===== src/rtl/gpio_pad_ctrl_if.sv =====
// rtl/gpio_pad_ctrl_if.sv - configuration write port of the GPIO pad controller
interface gpio_pad_ctrl_if #(
  parameter int DEB_W = 4
);
  logic             cfg_we;
  logic             cfg_dir;
  logic [1:0]       cfg_pull;
  logic             cfg_schmitt;
  logic             cfg_slew;
  logic [DEB_W-1:0] cfg_deb;
  logic             cfg_err;

  modport master (
    output cfg_we, cfg_dir, cfg_pull, cfg_schmitt, cfg_slew, cfg_deb,
    input  cfg_err
  );

  modport slave (
    input  cfg_we, cfg_dir, cfg_pull, cfg_schmitt, cfg_slew, cfg_deb,
    output cfg_err
  );
endinterface


===== src/rtl/gpio_pad_ctrl.sv =====
// rtl/gpio_pad_ctrl.sv - GPIO pad controller: config shadow, direction turnaround, input sync and debounce
module gpio_pad_ctrl #(
  parameter int SYNC_STAGES = 2,
  parameter int TURN_CYC    = 2,
  parameter int DEB_W       = 4
) (
  input  logic           clk,
  input  logic           rst,
  gpio_pad_ctrl_if.slave cfg,
  input  logic           dout,
  output logic           din,
  output logic           rise,
  output logic           fall,
  output logic           busy,
  output logic           pad_a,
  output logic           pad_oe,
  output logic           pad_ie,
  output logic           pad_pu,
  output logic           pad_pd,
  output logic           pad_cs,
  output logic           pad_sl,
  input  logic           pad_y
);

  typedef enum logic [1:0] {
    ST_IN       = 2'd0,
    ST_TURN_OUT = 2'd1,
    ST_OUT      = 2'd2,
    ST_TURN_IN  = 2'd3
  } state_t;

  localparam logic [3:0] TURN_LOAD = 4'(TURN_CYC);

  state_t           state_q;
  state_t           state_d;
  logic [3:0]       turn_q;
  logic [3:0]       turn_d;

  logic             sh_dir;
  logic [1:0]       sh_pull;
  logic [DEB_W-1:0] sh_deb;

  logic             cfg_load;
  logic             dir_d;
  logic [1:0]       pull_d;

  logic             oe_d;
  logic             ie_d;
  logic             pu_d;
  logic             pd_d;
  logic             busy_d;

  logic [SYNC_STAGES-1:0] sync_q;
  logic                   sync_s;
  logic [DEB_W:0]         deb_q;
  logic                   deb_active;

  // Writes are only taken while no turnaround is running; the decoded
  // direction/pull below are the values the shadow holds after this edge.
  assign cfg_load = cfg.cfg_we & ~busy;
  assign dir_d    = cfg_load ? cfg.cfg_dir  : sh_dir;
  assign pull_d   = cfg_load ? cfg.cfg_pull : sh_pull;
  assign sync_s   = sync_q[SYNC_STAGES-1];

  // Debounce only runs while the pad stays an input across this edge, so
  // no DIN change or edge pulse ever lands outside IN.
  assign deb_active = (state_q == ST_IN) && (state_d == ST_IN);

  // Next-state and registered-pin decode; pad pins follow the state being entered
  always_comb begin
    state_d = state_q;
    turn_d  = turn_q;
    oe_d    = 1'b0;
    ie_d    = 1'b0;
    pu_d    = 1'b0;
    pd_d    = 1'b0;
    busy_d  = 1'b1;

    case (state_q)
      ST_IN: begin
        if (dir_d) begin
          state_d = ST_TURN_OUT;
          turn_d  = TURN_LOAD;
        end
      end
      ST_OUT: begin
        if (!dir_d) begin
          state_d = ST_TURN_IN;
          turn_d  = TURN_LOAD;
        end
      end
      ST_TURN_OUT: begin
        if (turn_q <= 4'd1) state_d = ST_OUT;
        else                turn_d  = turn_q - 4'd1;
      end
      ST_TURN_IN: begin
        if (turn_q <= 4'd1) state_d = ST_IN;
        else                turn_d  = turn_q - 4'd1;
      end
      default: begin
        state_d = ST_TURN_IN;
        turn_d  = TURN_LOAD;
      end
    endcase

    case (state_d)
      ST_IN: begin
        ie_d   = 1'b1;
        busy_d = 1'b0;
        case (pull_d)
          2'b01: pd_d = 1'b1;
          2'b10: pu_d = 1'b1;
          2'b11: begin
            // keeper reinforces the level DIN already holds
            pu_d = din;
            pd_d = ~din;
          end
          default: ;
        endcase
      end
      ST_OUT: begin
        oe_d   = 1'b1;
        busy_d = 1'b0;
      end
      default: ;
    endcase
  end

  // State, turnaround count and pad control pins; reset parks in a full TURN_IN
  always_ff @(posedge clk or posedge rst) begin
    if (rst) begin
      state_q <= ST_TURN_IN;
      turn_q  <= TURN_LOAD;
      pad_oe  <= 1'b0;
      pad_ie  <= 1'b0;
      pad_pu  <= 1'b0;
      pad_pd  <= 1'b0;
      busy    <= 1'b1;
    end else begin
      state_q <= state_d;
      turn_q  <= turn_d;
      pad_oe  <= oe_d;
      pad_ie  <= ie_d;
      pad_pu  <= pu_d;
      pad_pd  <= pd_d;
      busy    <= busy_d;
    end
  end

  // Config shadow; schmitt and slew shadows drive CS/SL directly; dropped writes flag an error
  always_ff @(posedge clk or posedge rst) begin
    if (rst) begin
      sh_dir      <= 1'b0;
      sh_pull     <= 2'b00;
      sh_deb      <= '0;
      pad_cs      <= 1'b0;
      pad_sl      <= 1'b0;
      cfg.cfg_err <= 1'b0;
    end else begin
      cfg.cfg_err <= cfg.cfg_we & busy;
      if (cfg_load) begin
        sh_dir  <= cfg.cfg_dir;
        sh_pull <= cfg.cfg_pull;
        sh_deb  <= cfg.cfg_deb;
        pad_cs  <= cfg.cfg_schmitt;
        pad_sl  <= cfg.cfg_slew;
      end
    end
  end

  // Core output data reaches the pad one cycle later in every state
  always_ff @(posedge clk or posedge rst) begin
    if (rst) pad_a <= 1'b0;
    else     pad_a <= dout;
  end

  // Plain flop chain bringing the asynchronous pad input into the clock domain
  always_ff @(posedge clk or posedge rst) begin
    if (rst) sync_q <= '0;
    else     sync_q <= {sync_q[SYNC_STAGES-2:0], pad_y};
  end

  // Debounce: accept S once it has differed from DIN for sh_deb+1 consecutive cycles
  always_ff @(posedge clk or posedge rst) begin
    if (rst) begin
      deb_q <= '0;
      din   <= 1'b0;
      rise  <= 1'b0;
      fall  <= 1'b0;
    end else begin
      rise <= 1'b0;
      fall <= 1'b0;
      if (!deb_active || (sync_s == din)) begin
        deb_q <= '0;
      end else if (deb_q >= {1'b0, sh_deb}) begin
        // saturating compare: a limit lowered mid-count fires on the next cycle
        din   <= sync_s;
        rise  <= sync_s;
        fall  <= ~sync_s;
        deb_q <= '0;
      end else begin
        deb_q <= deb_q + (DEB_W+1)'(1);
      end
    end
  end

endmodule


===== src/flat_wrapper.sv =====
// flat-port wrapper written by rule: the top's interface ports become plain ports
module gpio_pad_ctrl_flat 
#(
  parameter int SYNC_STAGES = 2,
  parameter int TURN_CYC    = 2,
  parameter int DEB_W       = 4
)
  (clk, rst, dout, din, rise, fall, busy, pad_a, pad_oe, pad_ie, pad_pu, pad_pd, pad_cs, pad_sl, pad_y, cfg_cfg_we, cfg_cfg_dir, cfg_cfg_pull, cfg_cfg_schmitt, cfg_cfg_slew, cfg_cfg_deb, cfg_cfg_err);
  gpio_pad_ctrl_if #(.DEB_W(DEB_W)) cfg_i ();
  input  logic clk;
  input  logic rst;
  input  logic dout;
  output logic din;
  output logic rise;
  output logic fall;
  output logic busy;
  output logic pad_a;
  output logic pad_oe;
  output logic pad_ie;
  output logic pad_pu;
  output logic pad_pd;
  output logic pad_cs;
  output logic pad_sl;
  input  logic pad_y;
  input wire logic [$bits(cfg_i.cfg_we)-1:0] cfg_cfg_we;
  input wire logic [$bits(cfg_i.cfg_dir)-1:0] cfg_cfg_dir;
  input wire logic [$bits(cfg_i.cfg_pull)-1:0] cfg_cfg_pull;
  input wire logic [$bits(cfg_i.cfg_schmitt)-1:0] cfg_cfg_schmitt;
  input wire logic [$bits(cfg_i.cfg_slew)-1:0] cfg_cfg_slew;
  input wire logic [$bits(cfg_i.cfg_deb)-1:0] cfg_cfg_deb;
  output wire logic [$bits(cfg_i.cfg_err)-1:0] cfg_cfg_err;
  assign cfg_i.cfg_we = cfg_cfg_we;
  assign cfg_i.cfg_dir = cfg_cfg_dir;
  assign cfg_i.cfg_pull = cfg_cfg_pull;
  assign cfg_i.cfg_schmitt = cfg_cfg_schmitt;
  assign cfg_i.cfg_slew = cfg_cfg_slew;
  assign cfg_i.cfg_deb = cfg_cfg_deb;
  assign cfg_cfg_err = cfg_i.cfg_err;
  gpio_pad_ctrl #(.SYNC_STAGES(SYNC_STAGES), .TURN_CYC(TURN_CYC), .DEB_W(DEB_W)) u_core (.clk(clk), .rst(rst), .cfg(cfg_i), .dout(dout), .din(din), .rise(rise), .fall(fall), .busy(busy), .pad_a(pad_a), .pad_oe(pad_oe), .pad_ie(pad_ie), .pad_pu(pad_pu), .pad_pd(pad_pd), .pad_cs(pad_cs), .pad_sl(pad_sl), .pad_y(pad_y));
endmodule

===== config.mk =====
export PLATFORM = sky130hd
export DESIGN_NAME = gpio_pad_ctrl_flat
export DESIGN_NICKNAME = d
export VERILOG_FILES = /design/src/rtl/gpio_pad_ctrl_if.sv /design/src/rtl/gpio_pad_ctrl.sv /design/src/flat_wrapper.sv
export SDC_FILE = /design/constraint.sdc
export NUM_CORES = 1
export LEC_CHECK = 0
export ABC_AREA = 1
export ABC_CLOCK_PERIOD_IN_PS = 1970
export BUFFER_PORTS_ARGS = -buffer_cell sky130_fd_sc_hd__buf_2
export CAP_MARGIN = 20
export CORE_ASPECT_RATIO = 0.5
export CORE_MARGIN = 10
export CORE_UTILIZATION = 54
export DETAILED_ROUTE_END_ITERATION = 8
export PLACE_DENSITY = 0.73
export SKIP_CTS_REPAIR_TIMING = 1
export SYNTH_ARGS = -nofsm -noshare
export SYNTH_HDL_FRONTEND = slang
export SYNTH_SLANG_ARGS = --single-unit

===== constraint.sdc =====
create_clock -name clk -period 1.97 [get_ports clk]
set_clock_uncertainty 0.1 [all_clocks]
set_input_delay 0.2955 -clock clk [delete_from_list [all_inputs] [get_ports clk]]
set_output_delay 0.2955 -clock clk [all_outputs]
set_load 0.01 [all_outputs]

==> impl_metrics.toml <==
[outcome]
status = "finished with violations"
violations = "hold timing"

[setup_path]
path_delay_family = "simple AND/OR/NAND/NOR gates"
arrival_ps = 1740
regToRegSetupSlack_ps = 310
critPathSlowestCell = "dfrtp_1"
required_ps = 2050
worstSetupStartpointType = "flop"
critPathCaptureType = "flop"
cp_max_fo = 7
criticalPathCategory = "flop to flop"
cpMostUsedCell = "nand2_1"
crit_chain = "ha_1 -> nand2_1 -> nand2_1 -> a21oi_1 -> nand3_1 -> nand3_1 -> nand2_1"
slowest_delay_ps = 430
cp_num_buf_inv = 0

[synthesis]
synth-async-reset-ratio = 1.000
ys_ff_latch = 32
synth_nets = 188
synth_cell_types = 22
syn_area_per_cell_sq_um = 9.118
yosysSeqAreaShare = 0.5292
synth_area_sq_um = 1523
yosysWarnings = 0
synthCells = 167
synth-edff-count = 0
ys.flop_type = "dfrtp_1"

[sta]
drv_slew = 0
min_period_ps = 1664
max_freq_mhz = 600.8
fin_crit_sh = 0.8449
holdWs_ps = -19.31
relSlewSlack = 0.7416
rsz0062_at_grt = "no"
finalHoldViolCount = 28
max_slew.worst_pin.slew_ps = 387.6
tns_ps = 0
finalSetupViolCount = 0

[worst_hold_path]
hold_class = "primary input to async pin"

[die]
core_sq_um = 2635
core.rowCount = 13
initial_utilization = 0.5779
fp.dieH_um = 57.55
num_io_pins = 26
die_area_sq_um = 5473
die_x_um = 95.10

[cts]
clock_sinks = 32
htreeDepth = 2
path_clk_slew_ps = 60
cts_buffer_depth = 2
clock_latency_ps = 280
cts_tree = "yes"
numCtsBuffers = 5
clockRootBuffer = "clkbuf_8"

[grt]
grt_pass1_wl_um = 4933
overflow = 0
gr-usage-all-layers = 0.1161
antenna_found_initial = 0
grt_pass1_vias = 1125
grt_max_degree = 33

[layout]
final_util = 0.6757
antennaDiodeCount = 0
final_cell_mix = "nand2_1 (41), inv_1 (29), dfrtp_1 (28)"
drive_gt1_frac = 0.2600
area_growth_pct = 16.93
layout_commonest_cell = "nand2_1"
final_nets = 220

[power_and_ir_drop]
leakage_nw = 0.9972
powerDensity_nw_per_um2 = 1486
ir_worst_vdd_uv = 940.5

[detailed_routing]
wl_per_cell_um = 11.68
drtIter0Drc = 55
ant_nets = 0
via_per_inst = 4.637
drcViolationCount = 0
num_vias = 1099
drt-total-wl_um = 2767
first_pass_iters = 5

[placed_design]
place.port_buffers = 25
gp_congestion = 0.8656
hpwlAfterDp_um = 2120

[flow_run]
maxCapViolations = 0
==> worst paths after layout <==
| path | end | start | cells after the start |
|---|---|---|---|
| worst max-delay path | u_core.din | u_core.deb_q[2] | 7 |
| worst min-delay path | u_core.sh_deb[2] | rst | 3 |
| worst max register to register | u_core.din | u_core.deb_q[2] | 7 |
| worst min register to register | u_core.sync_q[1] | u_core.sync_q[0] | 0 |
| max in group asynchronous | u_core.state_q[0] | rst | 3 |
| min in group clk | u_core.sync_q[0] | pad_y | 1 |
==> layout make-up <==
type	count	area (sq um)
Fill cell	216	854.6
Multi-Input combinational cell	103	589.3
Sequential cell	32	805.8
Clock buffer	8	90.09
Timing Repair Buffer	26	132.6
Inverter	31	116.4
Tap cell	37	46.29
==> synth_stat cells, types with 2 or more instances <==
cell      n  area [sq um]
nor2_1   13         48.80
nor2_4    2         22.52
xor2_1    2         17.52
ha_1      7         87.58
nand2_2   5         31.28
nor3_1    4         20.02
nand3_4   2         35.03
nand3_2   2         20.02
o21ai_0   5         25.02
nand3_1   7         35.03
nand2_1  41         153.9
a21oi_1   2         10.01
inv_2     2         7.510
o21ai_1   3         15.01
nand2_4   3         33.78
dfstp_2   4         105.1
nand4_1   3         18.77
inv_1    29         108.9
dfrtp_1  28         700.7
==> metal layers <==
metal	wire length (um)	track usage	part of all wire	vias to the layer above
li1	-	-	-	576
met1	1178	0.1242	0.43	498
met2	1399	0.1971	0.51	16
met3	132	0.04563	0.048	9
met4	57	0.05720	0.021	0
met5	0	0	0	-
==> flip-flops by register name, indices dropped and copies added, names as in the netlist <==
register / flops
u_core.rise: 1
u_core.cfg.cfg_err: 1
u_core.deb_q: 5
u_core.din: 1
u_core.sh_pull: 2
u_core.sync_q: 2
u_core.pad_cs: 1
u_core.sh_dir: 1
u_core.state_q: 2
u_core.pad_a: 1
u_core.pad_pu: 1
u_core.pad_pd: 1
u_core.pad_sl: 1
u_core.pad_oe: 1
u_core.turn_q: 4
u_core.sh_deb: 4
u_core.pad_ie: 1
u_core.busy: 1
u_core.fall: 1
==> logic make-up (layout without fill, tap and decap cells) <==
family / after synthesis / count (layout) / synth area share
simple gates: 83 / 83 / 0.2794
xor+xnor: 3 / 3 / 0.01726
compound gates: 10 / 10 / 0.03286
fa+ha+maj: 7 / 7 / 0.05752
buf+inv: 32 / 65 / 0.08381
flops: 32 / 32 / 0.5292
==> worst register-to-register path, stage by stage, from the launching register on <==
cell and delay [ps]:
dfrtp_1 430, ha_1 340, nand2_1 80, nand2_1 50, a21oi_1 110, nand3_1 220, nand3_1 160, nand2_1 60
==> power breakdown <==
group	internal, W	total (W)	switching (W)
Combinational	0.000395	0.00110	0.000710
Sequential	0.000908	0.00103	0.000122
Clock	0.000284	0.000510	0.000226
==> stage by stage <==
stage / cells / setup slack [ps] / total power [W] / hold slack (ps) / area (sq um)
4_1_cts: 237 / 301.0 / 0.002676 / 2.077 / 1780
6_report: 237 / 305.6 / 0.002645 / -19.31 / 1780
3_5_place_dp: 229 / 316.1 / 0.002158 / 258.0 / 1690
2_1_floorplan: 167 / 478.9 / 0.001880 / 226.9 / 1523
5_1_grt: 237 / 148.7 / 0.002909 / 11.36 / 1780
3_3_place_gp: 229 / 326.1 / 0.002116 / 233.9 / 1690
No activity file was read; power rests on OpenSTA's default activity.
